<file path="src/rtl/cpu_pkg.sv">
// rtl/cpu_pkg.sv - shared fetch-stage types, constants and helpers
package cpu_pkg;

  typedef enum logic [1:0] {
    FETCH = 2'd0,
    WAIT  = 2'd1,
    HELD  = 2'd2,
    DROP  = 2'd3
  } fetch_state_e;

  localparam logic [31:0] IF_RESET_PC  = 32'h0000_3000;
  localparam logic [31:0] IF_NOP_INSTR = 32'h0000_0000;

  function automatic logic [31:0] pc_plus4(input logic [31:0] pc);
    return pc + 32'd4;
  endfunction

endpackage

</file>
<file path="src/rtl/if_id_reg.sv">
// rtl/if_id_reg.sv - IF/ID pipeline register with load, hold and clear (clear wins)
module if_id_reg
  import cpu_pkg::*;
#(
  parameter logic [31:0] RESET_PC  = IF_RESET_PC,
  parameter logic [31:0] NOP_INSTR = IF_NOP_INSTR
) (
  input  logic        clk,
  input  logic        reset,
  input  logic        load,
  input  logic        clear,
  input  logic [31:0] d_pc,
  input  logic [31:0] d_instr,
  input  logic        d_misalign,
  output logic [31:0] q_pc,
  output logic [31:0] q_pc4,
  output logic [31:0] q_instr,
  output logic        q_valid,
  output logic        q_misalign
);

  logic [31:0] pc_d, pc_q, pc4_d, pc4_q, instr_d, instr_q;
  logic        valid_d, valid_q, misalign_d, misalign_q;

  // A bubble keeps the PC fields; only the payload is squashed.
  always_comb begin
    pc_d       = pc_q;
    pc4_d      = pc4_q;
    instr_d    = instr_q;
    valid_d    = valid_q;
    misalign_d = misalign_q;
    if (clear) begin
      instr_d    = NOP_INSTR;
      valid_d    = 1'b0;
      misalign_d = 1'b0;
    end else if (load) begin
      pc_d       = d_pc;
      pc4_d      = pc_plus4(d_pc);
      instr_d    = d_instr;
      valid_d    = 1'b1;
      misalign_d = d_misalign;
    end
  end

  always_ff @(posedge clk) begin
    if (reset) begin
      pc_q       <= RESET_PC;
      pc4_q      <= pc_plus4(RESET_PC);
      instr_q    <= NOP_INSTR;
      valid_q    <= 1'b0;
      misalign_q <= 1'b0;
    end else begin
      pc_q       <= pc_d;
      pc4_q      <= pc4_d;
      instr_q    <= instr_d;
      valid_q    <= valid_d;
      misalign_q <= misalign_d;
    end
  end

  assign q_pc       = pc_q;
  assign q_pc4      = pc4_q;
  assign q_instr    = instr_q;
  assign q_valid    = valid_q;
  assign q_misalign = misalign_q;

endmodule

</file>
<file path="src/rtl/if_fetch_stage.sv">
// rtl/if_fetch_stage.sv - instruction fetch stage: request FSM, skid buffer, wait timeout, IF/ID
module if_fetch_stage
  import cpu_pkg::*;
#(
  parameter logic [31:0] RESET_PC  = IF_RESET_PC,
  parameter logic [31:0] NOP_INSTR = IF_NOP_INSTR,
  parameter int          WAIT_W    = 4
) (
  input  logic        Clk,
  input  logic        Reset,
  input  logic [31:0] PC,
  input  logic        stall,
  input  logic        flush,
  output logic        imem_req,
  output logic [31:0] imem_addr,
  input  logic [31:0] imem_rdata,
  input  logic        imem_ready,
  output logic [31:0] nextPC,
  output logic        pc_hold,
  output logic [31:0] IfId_PC,
  output logic [31:0] IfId_PC4,
  output logic [31:0] IfId_Instr,
  output logic        IfId_valid,
  output logic        IfId_misalign,
  output logic        imem_timeout
);

  localparam logic [WAIT_W-1:0] WAIT_MAX = {WAIT_W{1'b1}};

  fetch_state_e      state_d, state_q;
  logic [31:0]       skid_pc_d, skid_pc_q, skid_instr_d, skid_instr_q;
  logic              skid_mis_d, skid_mis_q, skid_valid_d, skid_valid_q;
  logic [WAIT_W-1:0] wait_cnt_d, wait_cnt_q;
  logic              timeout_d, timeout_q;

  logic        misalign, fetching, got;
  logic [31:0] got_instr;
  logic        ld, clr;
  logic [31:0] ld_pc, ld_instr;
  logic        ld_mis;

  assign misalign  = (PC[1:0] != 2'b00);
  assign fetching  = (state_q == FETCH) || (state_q == WAIT);
  // A misaligned PC never reaches memory; it completes at once as a NOP.
  assign got       = fetching && (misalign || imem_ready);
  assign got_instr = misalign ? NOP_INSTR : imem_rdata;
  assign imem_req  = fetching && !misalign;
  assign imem_addr = PC;
  assign nextPC    = pc_plus4(PC);

  always_comb begin
    state_d      = state_q;
    skid_pc_d    = skid_pc_q;
    skid_instr_d = skid_instr_q;
    skid_mis_d   = skid_mis_q;
    skid_valid_d = skid_valid_q;
    wait_cnt_d   = '0;
    timeout_d    = timeout_q;
    pc_hold      = 1'b1;
    ld           = 1'b0;
    clr          = 1'b0;
    ld_pc        = PC;
    ld_instr     = got_instr;
    ld_mis       = misalign;

    if (flush) begin
      clr          = 1'b1;
      skid_valid_d = 1'b0;
      pc_hold      = 1'b0;
      if ((imem_req || state_q == DROP) && !imem_ready) state_d = DROP;
      else                                              state_d = FETCH;
    end else begin
      unique case (state_q)
        FETCH, WAIT: begin
          if (got && !stall) begin
            ld      = 1'b1;
            pc_hold = 1'b0;
            state_d = FETCH;
          end else if (got) begin
            skid_pc_d    = PC;
            skid_instr_d = got_instr;
            skid_mis_d   = misalign;
            skid_valid_d = 1'b1;
            state_d      = HELD;
          end else begin
            // The FETCH cycle counts as the first waited cycle.
            wait_cnt_d = (state_q == FETCH) ? WAIT_W'(1) :
                         (wait_cnt_q == WAIT_MAX) ? WAIT_MAX : wait_cnt_q + WAIT_W'(1);
            if (wait_cnt_d == WAIT_MAX) timeout_d = 1'b1;
            state_d = WAIT;
          end
        end
        HELD: begin
          if (!stall) begin
            ld           = skid_valid_q;
            ld_pc        = skid_pc_q;
            ld_instr     = skid_instr_q;
            ld_mis       = skid_mis_q;
            skid_valid_d = 1'b0;
            pc_hold      = 1'b0;
            state_d      = FETCH;
          end
        end
        DROP: begin
          if (imem_ready) state_d = FETCH;
        end
        default: state_d = FETCH;
      endcase
    end
  end

  always_ff @(posedge Clk) begin
    if (Reset) begin
      state_q      <= FETCH;
      skid_pc_q    <= RESET_PC;
      skid_instr_q <= NOP_INSTR;
      skid_mis_q   <= 1'b0;
      skid_valid_q <= 1'b0;
      wait_cnt_q   <= '0;
      timeout_q    <= 1'b0;
    end else begin
      state_q      <= state_d;
      skid_pc_q    <= skid_pc_d;
      skid_instr_q <= skid_instr_d;
      skid_mis_q   <= skid_mis_d;
      skid_valid_q <= skid_valid_d;
      wait_cnt_q   <= wait_cnt_d;
      timeout_q    <= timeout_d;
    end
  end

  assign imem_timeout = timeout_q;

  if_id_reg #(
    .RESET_PC  (RESET_PC),
    .NOP_INSTR (NOP_INSTR)
  ) u_if_id (
    .clk        (Clk),
    .reset      (Reset),
    .load       (ld),
    .clear      (clr),
    .d_pc       (ld_pc),
    .d_instr    (ld_instr),
    .d_misalign (ld_mis),
    .q_pc       (IfId_PC),
    .q_pc4      (IfId_PC4),
    .q_instr    (IfId_Instr),
    .q_valid    (IfId_valid),
    .q_misalign (IfId_misalign)
  );

endmodule

</file>
<file path="config.mk">
export PLATFORM = sky130hd
export DESIGN_NAME = if_fetch_stage
export DESIGN_NICKNAME = d
export VERILOG_FILES = /design/src/rtl/cpu_pkg.sv /design/src/rtl/if_id_reg.sv /design/src/rtl/if_fetch_stage.sv
export SDC_FILE = /design/constraint.sdc
export NUM_CORES = 1
export LEC_CHECK = 0
export CORE_UTILIZATION = 25
export DETAILED_ROUTE_END_ITERATION = 12
export PLACE_DENSITY = 0.58
export SLEW_MARGIN = 20
export SYNTH_ARGS = -nofsm -noshare
export SYNTH_HDL_FRONTEND = slang
export SYNTH_SLANG_ARGS = --single-unit
</file>
<file path="constraint.sdc">
create_clock -name Clk -period 3.95 [get_ports Clk]
set_input_delay 0.79 -clock Clk [delete_from_list [all_inputs] [get_ports Clk]]
set_output_delay 0.79 -clock Clk [all_outputs]
set_load 0.1 [all_outputs]
</file>
==> results of run 1 <==
routing by layer:
layer | routed length (µm) | part of all wire [%] | GRT usage (%)
met3 | 2030 | 6.6 | 3.39
met2 | 13700 | 44 | 26.7
met1 | 14700 | 48 | 24.6
met5 | 0 | 0 | 0
met4 | 425 | 1.4 | 4.41
worst min path at each step:
stage	start	to	slack (ns)
2_1_floorplan	skid_pc_q[31]$_SDFFE_PP0P_	skid_pc_q[31]$_SDFFE_PP0P_	0.44
3_3_place_gp	u_if_id.q_pc4[2]$_SDFFE_PP1P_	u_if_id.q_pc4[2]$_SDFFE_PP1P_	0.43
3_5_place_dp	u_if_id.q_pc4[2]$_SDFFE_PP1P_	u_if_id.q_pc4[2]$_SDFFE_PP1P_	0.45
4_1_cts	u_if_id.q_pc4[3]$_SDFFE_PP0P_	u_if_id.q_pc4[3]$_SDFFE_PP0P_	0.46
5_1_grt	skid_instr_q[23]$_SDFFE_PP0P_	skid_instr_q[23]$_SDFFE_PP0P_	0.47
6_report	u_if_id.q_pc4[2]$_SDFFE_PP1P_	u_if_id.q_pc4[2]$_SDFFE_PP1P_	0.45
placed cells by master, fill, tap and decap left out, types with 4 or more instances in the layout:
master / count
mux2i_1: 32
buf_4: 95
o22ai_1: 7
or3_1: 7
xor2_1: 6
o31ai_1: 5
nand3_1: 111
nor3_1: 36
nor4_1: 13
nand2_1: 202
o21a_1: 4
xor2_2: 9
xnor2_1: 16
and3_1: 9
inv_6: 6
o211ai_1: 8
nor2_1: 93
or4_1: 4
dfxtp_1: 169
a31oi_1: 6
a21oi_1: 79
clkinv_8: 4
o311ai_1: 4
nand4_1: 18
mux2_2: 5
inv_8: 4
a311oi_1: 39
a211oi_1: 16
xnor2_2: 9
clkbuf_16: 17
clkdlybuf4s50_1: 166
o21ai_1: 7
inv_1: 5
buf_12: 34
cells by family (layout without fill, tap and decap cells):
logic type                 count (synthesis)  count (layout)  share of synthesized area [%]
AOI/OAI and AO/OA                        198             198                           15.6
buffers and inverters                    139             332                           8.06
xor gates and xnor gates                  40              40                           4.12
and+or+nand+nor                          516             516                           27.6
muxes                                     37              37                           4.42
adders and majority gates                  3               3                          0.441
DFF                                      169             169                           39.7
through the flow:
| step | worst slack [ns] | cells | hold slack [ns] | power [mW] |
|---|---|---|---|---|
| floorplan | -0.263 | 1102 | 0.436 | 2.89 |
| global placement | 0.295 | 1711 | 0.430 | 3.35 |
| detailed placement | 0.265 | 1711 | 0.447 | 3.36 |
| CTS | 0.295 | 1743 | 0.455 | 5.05 |
| global route | 0.191 | 1743 | 0.474 | 5.20 |
| finish | 0.301 | 1743 | 0.453 | 5.00 |
layout make-up:
cell class / instances / area (µm²)
clock buffer: 17 / 425
multi-input combinational: 794 / 4620
clock inverter: 15 / 170
timing repair buffer: 295 / 3060
sequential: 169 / 3380
fill: 3508 / 21300
tap: 448 / 561
inverter: 5 / 18.8
registers in the layout, indices dropped and copies added (netlist names):
| register | cells |
|---|---|
| imem_timeout | 1 |
| skid_pc_q | 32 |
| skid_instr_q | 32 |
| skid_valid_q | 1 |
| wait_cnt_q | 4 |
| u_if_id.q_pc | 30 |
| u_if_id.q_pc4 | 32 |
| state_q | 2 |
| u_if_id.q_instr | 32 |
| skid_mis_q | 1 |
| u_if_id.q_valid | 1 |
| u_if_id.q_misalign | 1 |
synthesized netlist by cell type, drive strengths merged, types with 6 or more instances:
cell type  count  share of area [%]
and3           9               0.66
nor3          37                2.2
a211oi        16                1.4
xnor2         25                2.6
dfxtp        169                 40
nand2        202                8.9
a21oi         79                4.6
nand4         18                1.3
a311oi        39                4.0
o211ai         8               0.71
xor2          15                1.5
nor2          94                4.1
clkbuf        76                3.4
buf           58                4.5
or3            8               0.59
nand3        111                6.5
mux2i         32                3.8
nor4          15                1.2
o22ai          7               0.51
o21ai          9               0.53
a31oi          6               0.44
power breakdown:
part           switching (mW)  internal (mW)  leakage [nW]  total [mW]
clock                   0.833          0.856         0.289        1.69
sequential             0.0610           1.78          1.38        1.84
combinational            1.07          0.400          2.72        1.47
total                    1.97           3.04          4.38        5.00
worst reg2reg max path, cell delays in order (launching register included):
cell and delay [ns]:
dfxtp_1 0.60, nor4b_4 0.50, nand2_1 0.10, o21ai_1 0.13, ha_1 0.34, o211ai_1 0.35, or3_1 0.47, o311ai_1 0.29
==> qor.yml, run 1 <==
grt:
  antenna_found_initial: 0
  grt_max_degree: 71
  grt_overflow_total: 0
  grt_pass1_vias: 8107
  grt_usage_pct: 17.3
  grt_pass1_wl_um: 47300
clocking:
  h-tree-depth: 4
  cts_tree: "built"
  cts.sinks: 169
  numCtsBuffers: 17
  max-clock-path-buffers: 2
  ctsHoldBuffers: 0
  ctsResizeCount: 0
  cts_root_buffer: "clkbuf_16"
  clock_latency_ns: 0.44
  path_clk_slew_ns: 0.07
  cts_setup_buffers: 0
routing:
  drt_pass1_iterations: 5
  final_antenna_net_count: 0
  drcViolationCount: 0
  drt_iter0_markers: 634
  wl_per_cell_um: 17.7
  vias_per_cell: 4.99
  vias: 8699
  routed_wl_um: 30800
setup_path:
  max_stage_delay_ns: 0.53
  crit_buf_inv: 3
  crit_end: "nextPC[24]"
  r2r_start: "state_q[1]$_SDFFE_PP0P_"
  crit_path_start_kind: "input pin"
  endpoint_kind: "primary output"
  cp_common_cell: "nand3_1"
  path_cells: "clkdlybuf4s50_1 -> nand3_1 -> or3_1 -> nor3_1 -> buf_4 -> nand3_1 -> xnor2_2 -> buf_12"
  cp_top_family: "simple AND/OR/NAND/NOR gates"
  r2r_slack_ns: 1.07
  cp.depth: 8
  cp-startpoint: "PC[16]"
  cp_max_fo: 5
  crit_required_ns: 3.16
  reg2reg_depth: 7
  crit_arrival_ns: 2.86
  regToRegEndpoint: "u_if_id.q_pc4[24]$_SDFFE_PP0P_"
  crit_slowest_cell: "clkdlybuf4s50_1"
  path_class: "input pin to primary output"
logic_synthesis:
  yosys_most_used_dff: "dfxtp_1"
  seq_area_frac_synth_pct: 39.7
  netlist_area_um2: 8510
  synth_edf_count: 0
  ys_ff_latch: 169
  syn_inst: 1102
  async_reset_ff_share_pct: 0
  avgSynthCellArea_um2: 7.72
  ys_warn_count: 0
  syn_nets: 1174
  ys_types: 57
cells_and_area:
  layout-drive-gt1-share_pct: 15.0
  antennaDiodeCount: 0
  postLayoutCoreUtil_pct: 36.5
  syn_to_final_growth_pct: 43.7
  stdcell_area_um2: 12200
  fin_nets: 1354
timing:
  worst_pin_slew_ns: 1.09
  final-hold-violation-count: 0
  fin_skew_ns: 0.0168
  finalCriticalPeriod_ns: 3.65
  slew_violations: 0
  rsz0062_at_grt: "no"
  finalCritPeriodShare_pct: 92.4
  slew_headroom_pct: 27.2
  setup_tns_ns: 0
  fmax_mhz: 274
  finalSetupViolCount: 0
die:
  start_util_pct: 25.4
  die_h_um: 187
  io_pins: 234
  design.die.area_um2: 34800
  fp.dieW_um: 187
  rows: 67
  core_area_um2: 33500
power_and_ir_drop:
  ir_drop_mv: 0.205
  p_per_area_nw_per_um2: 409
  p_leak_nw: 4.38
place:
  place_congestion: 0.851
  placed_area_um2: 11600
  dp_hpwl_um: 22600
  io_buffers: 233
min_path:
  hold_depth: 2
  hold_path.class: "flop to flop"
run_status:
  status: "completed"
job:
  drv_cap: 0
Power figures use the tool's default switching activity.
==> inputs of run 2 (changes only) <==
--- a/config.mk
+++ b/config.mk
@@ -5,6 +5,7 @@
 export SDC_FILE = /design/constraint.sdc
 export NUM_CORES = 1
 export LEC_CHECK = 0
+export CORE_MARGIN = 2
 export CORE_UTILIZATION = 25
 export DETAILED_ROUTE_END_ITERATION = 12
 export PLACE_DENSITY = 0.58
==> run 2 against run 1 <==
Compared with the run above: final cell count decreased by 0.34%; first-iteration DRC count increased by 29%; sequential cell count unchanged; clock power decreased by 5%; total power decreased by 1.9%; routed wire length increased by 2.4%; highest routed layer unchanged; non-clock buffer count decreased by 6; hold slack got worse by 0.0072 ns.
==> qor.yml, run 2 (synthesized netlist as in run 1, its figures left out) <==
clocking:
  max-clock-path-buffers: 2  # unchanged
  cts.sinks: 169  # unchanged
  cts_tree: "built"  # unchanged
  cts_setup_buffers: 0  # unchanged
  numCtsBuffers: 17  # unchanged
  cts_root_buffer: "clkbuf_16"  # unchanged
  ctsHoldBuffers: 0  # unchanged
  h-tree-depth: 4  # unchanged
  clock_latency_ns: 0.44  # about the same
  path_clk_slew_ns: 0.06  # was 0.07 ns
  ctsResizeCount: 0  # unchanged
timing:
  finalSetupViolCount: 0  # unchanged
  final-hold-violation-count: 0  # unchanged
  finalCritPeriodShare_pct: 92.9  # was 92.4%
  rsz0062_at_grt: "no"  # unchanged
  slew_headroom_pct: 26.0  # was 27.2%
  slew_violations: 0  # unchanged
  fin_skew_ns: 0.0127  # was 0.0168 ns
  worst_pin_slew_ns: 1.11  # was 1.09 ns
  finalCriticalPeriod_ns: 3.67  # was 3.65 ns
  fmax_mhz: 273  # was 274 MHz
setup_path:
  path_class: "input pin to primary output"  # unchanged
  cp-startpoint: "PC[2]"  # was PC[16]
  max_stage_delay_ns: 0.52  # was 0.53 ns
  crit_slowest_cell: "clkdlybuf4s50_1"  # unchanged
  path_cells: "clkdlybuf4s50_1 -> buf_4 -> nand4_1 -> nor2_1 -> nand4_1 -> nor2_1 -> xor2_2 -> buf_12"  # was clkdlybuf4s50_1 -> nand3_1 -> or3_1 -> nor3_1 -> buf_4 -> nand3_1 -> xnor2_2 -> buf_12
  crit_buf_inv: 3  # unchanged
  r2r_start: "state_q[1]$_SDFFE_PP0P_"  # unchanged
  crit_required_ns: 3.16  # about the same
  endpoint_kind: "primary output"  # unchanged
  cp_max_fo: 5  # unchanged
  crit_path_start_kind: "input pin"  # unchanged
  crit_arrival_ns: 2.88  # was 2.86 ns
  cp_top_family: "simple AND/OR/NAND/NOR gates"  # unchanged
die:
  start_util_pct: 25.4  # unchanged
  rows: 67  # unchanged
  fp.dieW_um: 189  # was 187 µm
  core_area_um2: 33500  # unchanged
  die_h_um: 189  # was 187 µm
  io_pins: 234  # unchanged
  design.die.area_um2: 35500  # was 34,800 µm²
routing:
  vias: 8708  # was 8,699
  drcViolationCount: 0  # unchanged
  drt_iter0_markers: 819  # was 634
  drt_pass1_iterations: 5  # unchanged
  routed_wl_um: 31500  # was 30,800 µm
  vias_per_cell: 5.01  # was 4.99
  final_antenna_net_count: 0  # unchanged
  wl_per_cell_um: 18.2  # was 17.7 µm
grt:
  antenna_found_initial: 0  # unchanged
  grt_max_degree: 61  # was 71
  grt_overflow_total: 0  # unchanged
  grt_pass1_wl_um: 48500  # was 47,300 µm
  grt_pass1_vias: 8109  # was 8,107
  grt_usage_pct: 17.5  # was 17.3%
cells_and_area:
  final_common_cell: "nand2_1"  # unchanged
  fin_nets: 1348  # was 1,354
  layout-drive-gt1-share_pct: 14.4  # was 15.0%
  syn_to_final_growth_pct: 42.6  # was 43.7%
  layout_common_cells: "202 x nand2_1, 169 x dfxtp_1, 166 x clkdlybuf4s50_1"  # unchanged
  stdcell_area_um2: 12100  # was 12,200 µm²
  antennaDiodeCount: 0  # unchanged
  fill_cells: 3461  # was 3,508
power_and_ir_drop:
  ir_drop_mv: 0.242  # was 0.205 mV
  report.power.total_mw: 4.91  # was 5.00 mW
  p_leak_nw: 4.31  # was 4.38 nW
  p_per_area_nw_per_um2: 404  # was 409 nW/µm²
run_status:
  status: "completed"  # unchanged
place:
  io_buffers: 233  # unchanged
  placed_area_um2: 11600  # about the same
  dp_hpwl_um: 23000  # was 22,600 µm
  place_congestion: 0.877  # was 0.851
min_path:
  hp-start: "u_if_id.q_pc4[2]$_SDFFE_PP1P_"  # unchanged
  hold_path.class: "flop to flop"  # unchanged
job:
  drv_cap: 0  # unchanged
run 2: changes by cell type in the layout (fill, tap and decap cells not counted), sizes merged:
cell | before | now
clkinv | 4 | 2
clkbuf | 17 | 19
inv | 15 | 11
buf | 129 | 123
clkinvlp | 1 | 5
run 2: stage by stage:
step / setup WS (ns) / setup TNS (ns) / hold WS [ns] / instances / util, %
2_1_floorplan: -0.263 / -0.511 / 0.436 / 1102 / -
3_3_place_gp: 0.228 / 0 / 0.433 / 1705 / 34.6
3_5_place_dp: 0.211 / 0 / 0.436 / 1705 / 34.6
4_1_cts: 0.208 / 0 / 0.445 / 1737 / 36.2
5_1_grt: 0.113 / 0 / 0.480 / 1737 / 36.2
6_report: 0.282 / 0 / 0.446 / 1737 / 36.2
run 2: worst paths after layout:
kind / to / cells after the start / slack, ns
worst min register to register: u_if_id.q_pc4[2]$_SDFFE_PP1P_ / 2 / 0.45
worst min-delay path: u_if_id.q_pc4[2]$_SDFFE_PP1P_ / 2 / 0.45
worst max register to register: u_if_id.q_pc4[8]$_SDFFE_PP0P_ / 9 / 1.08
worst max-delay path: nextPC[31] / 8 / 0.28
run 2: cell type report:
cell class	instances	area (µm²)	area share, %
multi-input cells	794	4620	38.1
flip-flops and latches	169	3380	27.9
repair buffers	289	3010	24.8
well taps	448	561	4.62
clock buffers	19	433	3.57
clock inverters	13	110	0.907
inverters	5	18.8	0.155
run 2: worst register-to-register path, delay by kind of cell, from the launching register on:
family                   cells  cell delay (ns)
adder cells (fa/ha/maj)      1             0.29
AND/OR/NAND/NOR              4             1.03
buffers and inverters        1             0.21
AO/OA/AOI/OAI                3             0.68
flip-flops                   1             0.60
run 2: power breakdown:
part | leakage, nW | switching (mW) | internal [mW]
registers | 1.38 | 0.0589 | 1.78
clock network | 0.250 | 0.776 | 0.821
logic | 2.68 | 1.08 | 0.393
run 2: per-layer routing:
layer | up-vias | global-route usage, % | wire length (µm)
li1 | 4214 | - | -
met2 | 288 | 26.2 | 13900
met5 | - | 0 | 0
met1 | 4178 | 25.5 | 15500
met4 | 0 | 5.71 | 688
met3 | 28 | 2.85 | 1530
==> inputs of run 3 (changes only) <==
--- a/config.mk
+++ b/config.mk
@@ -6,9 +6,9 @@
 export NUM_CORES = 1
 export LEC_CHECK = 0
 export CORE_MARGIN = 2
-export CORE_UTILIZATION = 25
+export CORE_UTILIZATION = 38
 export DETAILED_ROUTE_END_ITERATION = 12
-export PLACE_DENSITY = 0.58
+export PLACE_DENSITY = 0.77
 export SLEW_MARGIN = 20
 export SYNTH_ARGS = -nofsm -noshare
 export SYNTH_HDL_FRONTEND = slang
==> run 3 against run 2 <==
Compared with the run above: critical path depth stayed put; sequential cell count stayed put; count of clock-buffer cells in the layout shrank 1; clock power rose by 6%; maximum frequency fell by 2.7%; utilization rose by 18 points; largest power group unchanged; sequential power hardly changed; critical endpoint is now nextPC[24]; total power increased by 1.5%.
==> qor.yml, run 3 (synthesized netlist as in run 1, its figures left out) <==
clocking:
  ctsHoldBuffers: 0  # unchanged
  cts_setup_buffers: 0  # unchanged
  cts_root_buffer: "clkbuf_16"  # unchanged
  path_clk_slew_ns: 0.07  # was 0.06 ns
  cts_tree: "built"  # unchanged
  clock_latency_ns: 0.43  # was 0.44 ns
  cts.sinks: 169  # unchanged
  max-clock-path-buffers: 2  # unchanged
  h-tree-depth: 4  # unchanged
  ctsResizeCount: 0  # unchanged
  numCtsBuffers: 17  # unchanged
routing:
  wl_per_cell_um: 18.3  # was 18.2 µm
  vias_per_cell: 5.64  # was 5.01
  routed_wl_um: 28700  # was 31,500 µm
  drt_pass1_iterations: 6  # was 5
  drcViolationCount: 0  # unchanged
  drt_iter0_markers: 1065  # was 819
  final_antenna_net_count: 0  # unchanged
  vias: 8851  # was 8,708
timing:
  slew_headroom_pct: 28.6  # was 26.0%
  slew_violations: 0  # unchanged
  finalCriticalPeriod_ns: 3.77  # was 3.67 ns
  final-hold-violation-count: 0  # unchanged
  fin_skew_ns: 0.0102  # was 0.0127 ns
  fmax_mhz: 265  # was 273 MHz
  holdWs_ns: 0.455  # was 0.446 ns
  finalSetupViolCount: 0  # unchanged
  rsz0062_at_grt: "no"  # unchanged
  finalCritPeriodShare_pct: 95.5  # was 92.9%
  worst_pin_slew_ns: 1.07  # was 1.11 ns
  setup_tns_ns: 0  # unchanged
power_and_ir_drop:
  ir_drop_mv: 0.252  # was 0.242 mV
  p_per_area_nw_per_um2: 418  # was 404 nW/µm²
  report.power.total_mw: 4.98  # was 4.91 mW
  p_sw_share_pct: 38.1  # was 38.9%
  power_frac_seq_pct: 37.0  # was 37.5%
  clkPwrFrac_pct: 33.9  # was 32.5%
  p_int_mw: 3.08  # was 3.00 mW
  pwr-share-comb_pct: 29.1  # was 29.9%
  p_leak_nw: 4.33  # was 4.31 nW
  switching_power_mw: 1.90  # was 1.91 mW
setup_path:
  max_stage_delay_ns: 0.62  # was 0.52 ns
  cp_top_family: "buffers and inverters"  # was simple AND/OR/NAND/NOR gates
  crit_required_ns: 3.16  # about the same
  crit_path_start_kind: "input pin"  # unchanged
  crit_slowest_cell: "clkdlybuf4s50_1"  # unchanged
  cp_max_fo: 5  # unchanged
  crit_arrival_ns: 2.98  # was 2.88 ns
  endpoint_kind: "primary output"  # unchanged
  cp_common_cell: "nand3_1"
  path_cells: "clkdlybuf4s50_1 -> nand3_1 -> or3_1 -> nor3_1 -> buf_4 -> nand3_1 -> xnor2_2 -> buf_12"  # was clkdlybuf4s50_1 -> buf_4 -> nand4_1 -> nor2_1 -> nand4_1 -> nor2_1 -> xor2_2 -> buf_12
  path_class: "input pin to primary output"  # unchanged
  crit_buf_inv: 3  # unchanged
die:
  fp.dieW_um: 154  # was 189 µm
  core_area_um2: 21900  # was 33,500 µm²
  start_util_pct: 38.9  # was 25.4%
  die_h_um: 154  # was 189 µm
  rows: 54  # was 67
  io_pins: 234  # unchanged
  design.die.area_um2: 23600  # was 35,500 µm²
place:
  dp_hpwl_um: 20500  # was 23,000 µm
  io_buffers: 233  # unchanged
  dp_cells: 1536  # was 1,705
  place_congestion: 0.892  # was 0.877
cells_and_area:
  fill_cells: 1999  # was 3,461
  antennaDiodeCount: 0  # unchanged
  fin_nets: 1347  # was 1,348
  syn_to_final_growth_pct: 40.1  # was 42.6%
  layout_common_cells: "202 x nand2_1, 169 x dfxtp_1, 166 x clkdlybuf4s50_1"  # unchanged
  layout-drive-gt1-share_pct: 14.5  # was 14.4%
  final_common_cell: "nand2_1"  # unchanged
  layout.cells.non_filler: 1568  # was 1,737
job:
  drv_cap: 0  # unchanged
grt:
  grt_max_degree: 72  # was 61
  grt_pass1_wl_um: 44900  # was 48,500 µm
  grt_pass1_vias: 8252  # was 8,109
  antenna_found_initial: 0  # unchanged
  grt_usage_pct: 23.6  # was 17.5%
  grt_overflow_total: 0  # unchanged
min_path:
  hold_path.class: "flop to flop"  # unchanged
run_status:
  status: "completed"  # unchanged
run 3: routing by layer:
| metal | part of all wire (%) | vias up | track usage (%) |
|---|---|---|---|
| met5 | 0 | - | 0 |
| met4 | 3.2 | 0 | 9.13 |
| met3 | 7.5 | 54 | 3.61 |
| met2 | 45 | 422 | 36.1 |
| met1 | 45 | 4173 | 33.4 |
| li1 | - | 4202 | - |
run 3: power by group through the flow:
stage               sequential, mW  combinational, mW  clock, mW
floorplan                     2.26              0.636          0
global placement              1.88               1.43          0
detailed placement            1.88               1.44          0
CTS                           1.84               1.45       1.70
global route                  1.85               1.50       1.76
finish                        1.84               1.45       1.69
run 3: stage by stage:
stage | worst slack [ns] | instance area (µm²) | utilization (%)
final | 0.179 | 11900 | 54.5
after detailed placement | 0.190 | 11300 | 51.7
after floorplan | -0.263 | 8650 | -
after global placement | 0.248 | 11300 | 51.7
after global routing | 0.0465 | 11900 | 54.5
after CTS | 0.185 | 11900 | 54.5
run 3: worst min-delay path, cell delays in order, from the launching register on:
cell and delay [ns]:
dfxtp_1 0.31, nand2_1 0.05, a21oi_1 0.05
run 3: area by class of cell:
type	count	area [µm²]	area share, %
Clock inverter	14	156	1.31
Clock buffer	18	439	3.68
Inverter	5	18.8	0.157
Multi-Input combinational cell	794	4620	38.8
Timing Repair Buffer	288	2950	24.8
Tap cell	280	350	2.94
Sequential cell	169	3380	28.4
run 3: path summary, 6_finish.rpt:
kind	start	endpoint	slack, ns	depth (start not counted)
worst max-delay path	PC[17]	nextPC[24]	0.18	8
worst min-delay path	u_if_id.q_pc[22]$_SDFFE_PP0P_	u_if_id.q_pc[22]$_SDFFE_PP0P_	0.46	2
worst max register to register	state_q[1]$_SDFFE_PP0P_	u_if_id.q_pc4[23]$_SDFFE_PP0P_	1.12	6
worst min register to register	u_if_id.q_pc[22]$_SDFFE_PP0P_	u_if_id.q_pc[22]$_SDFFE_PP0P_	0.46	2
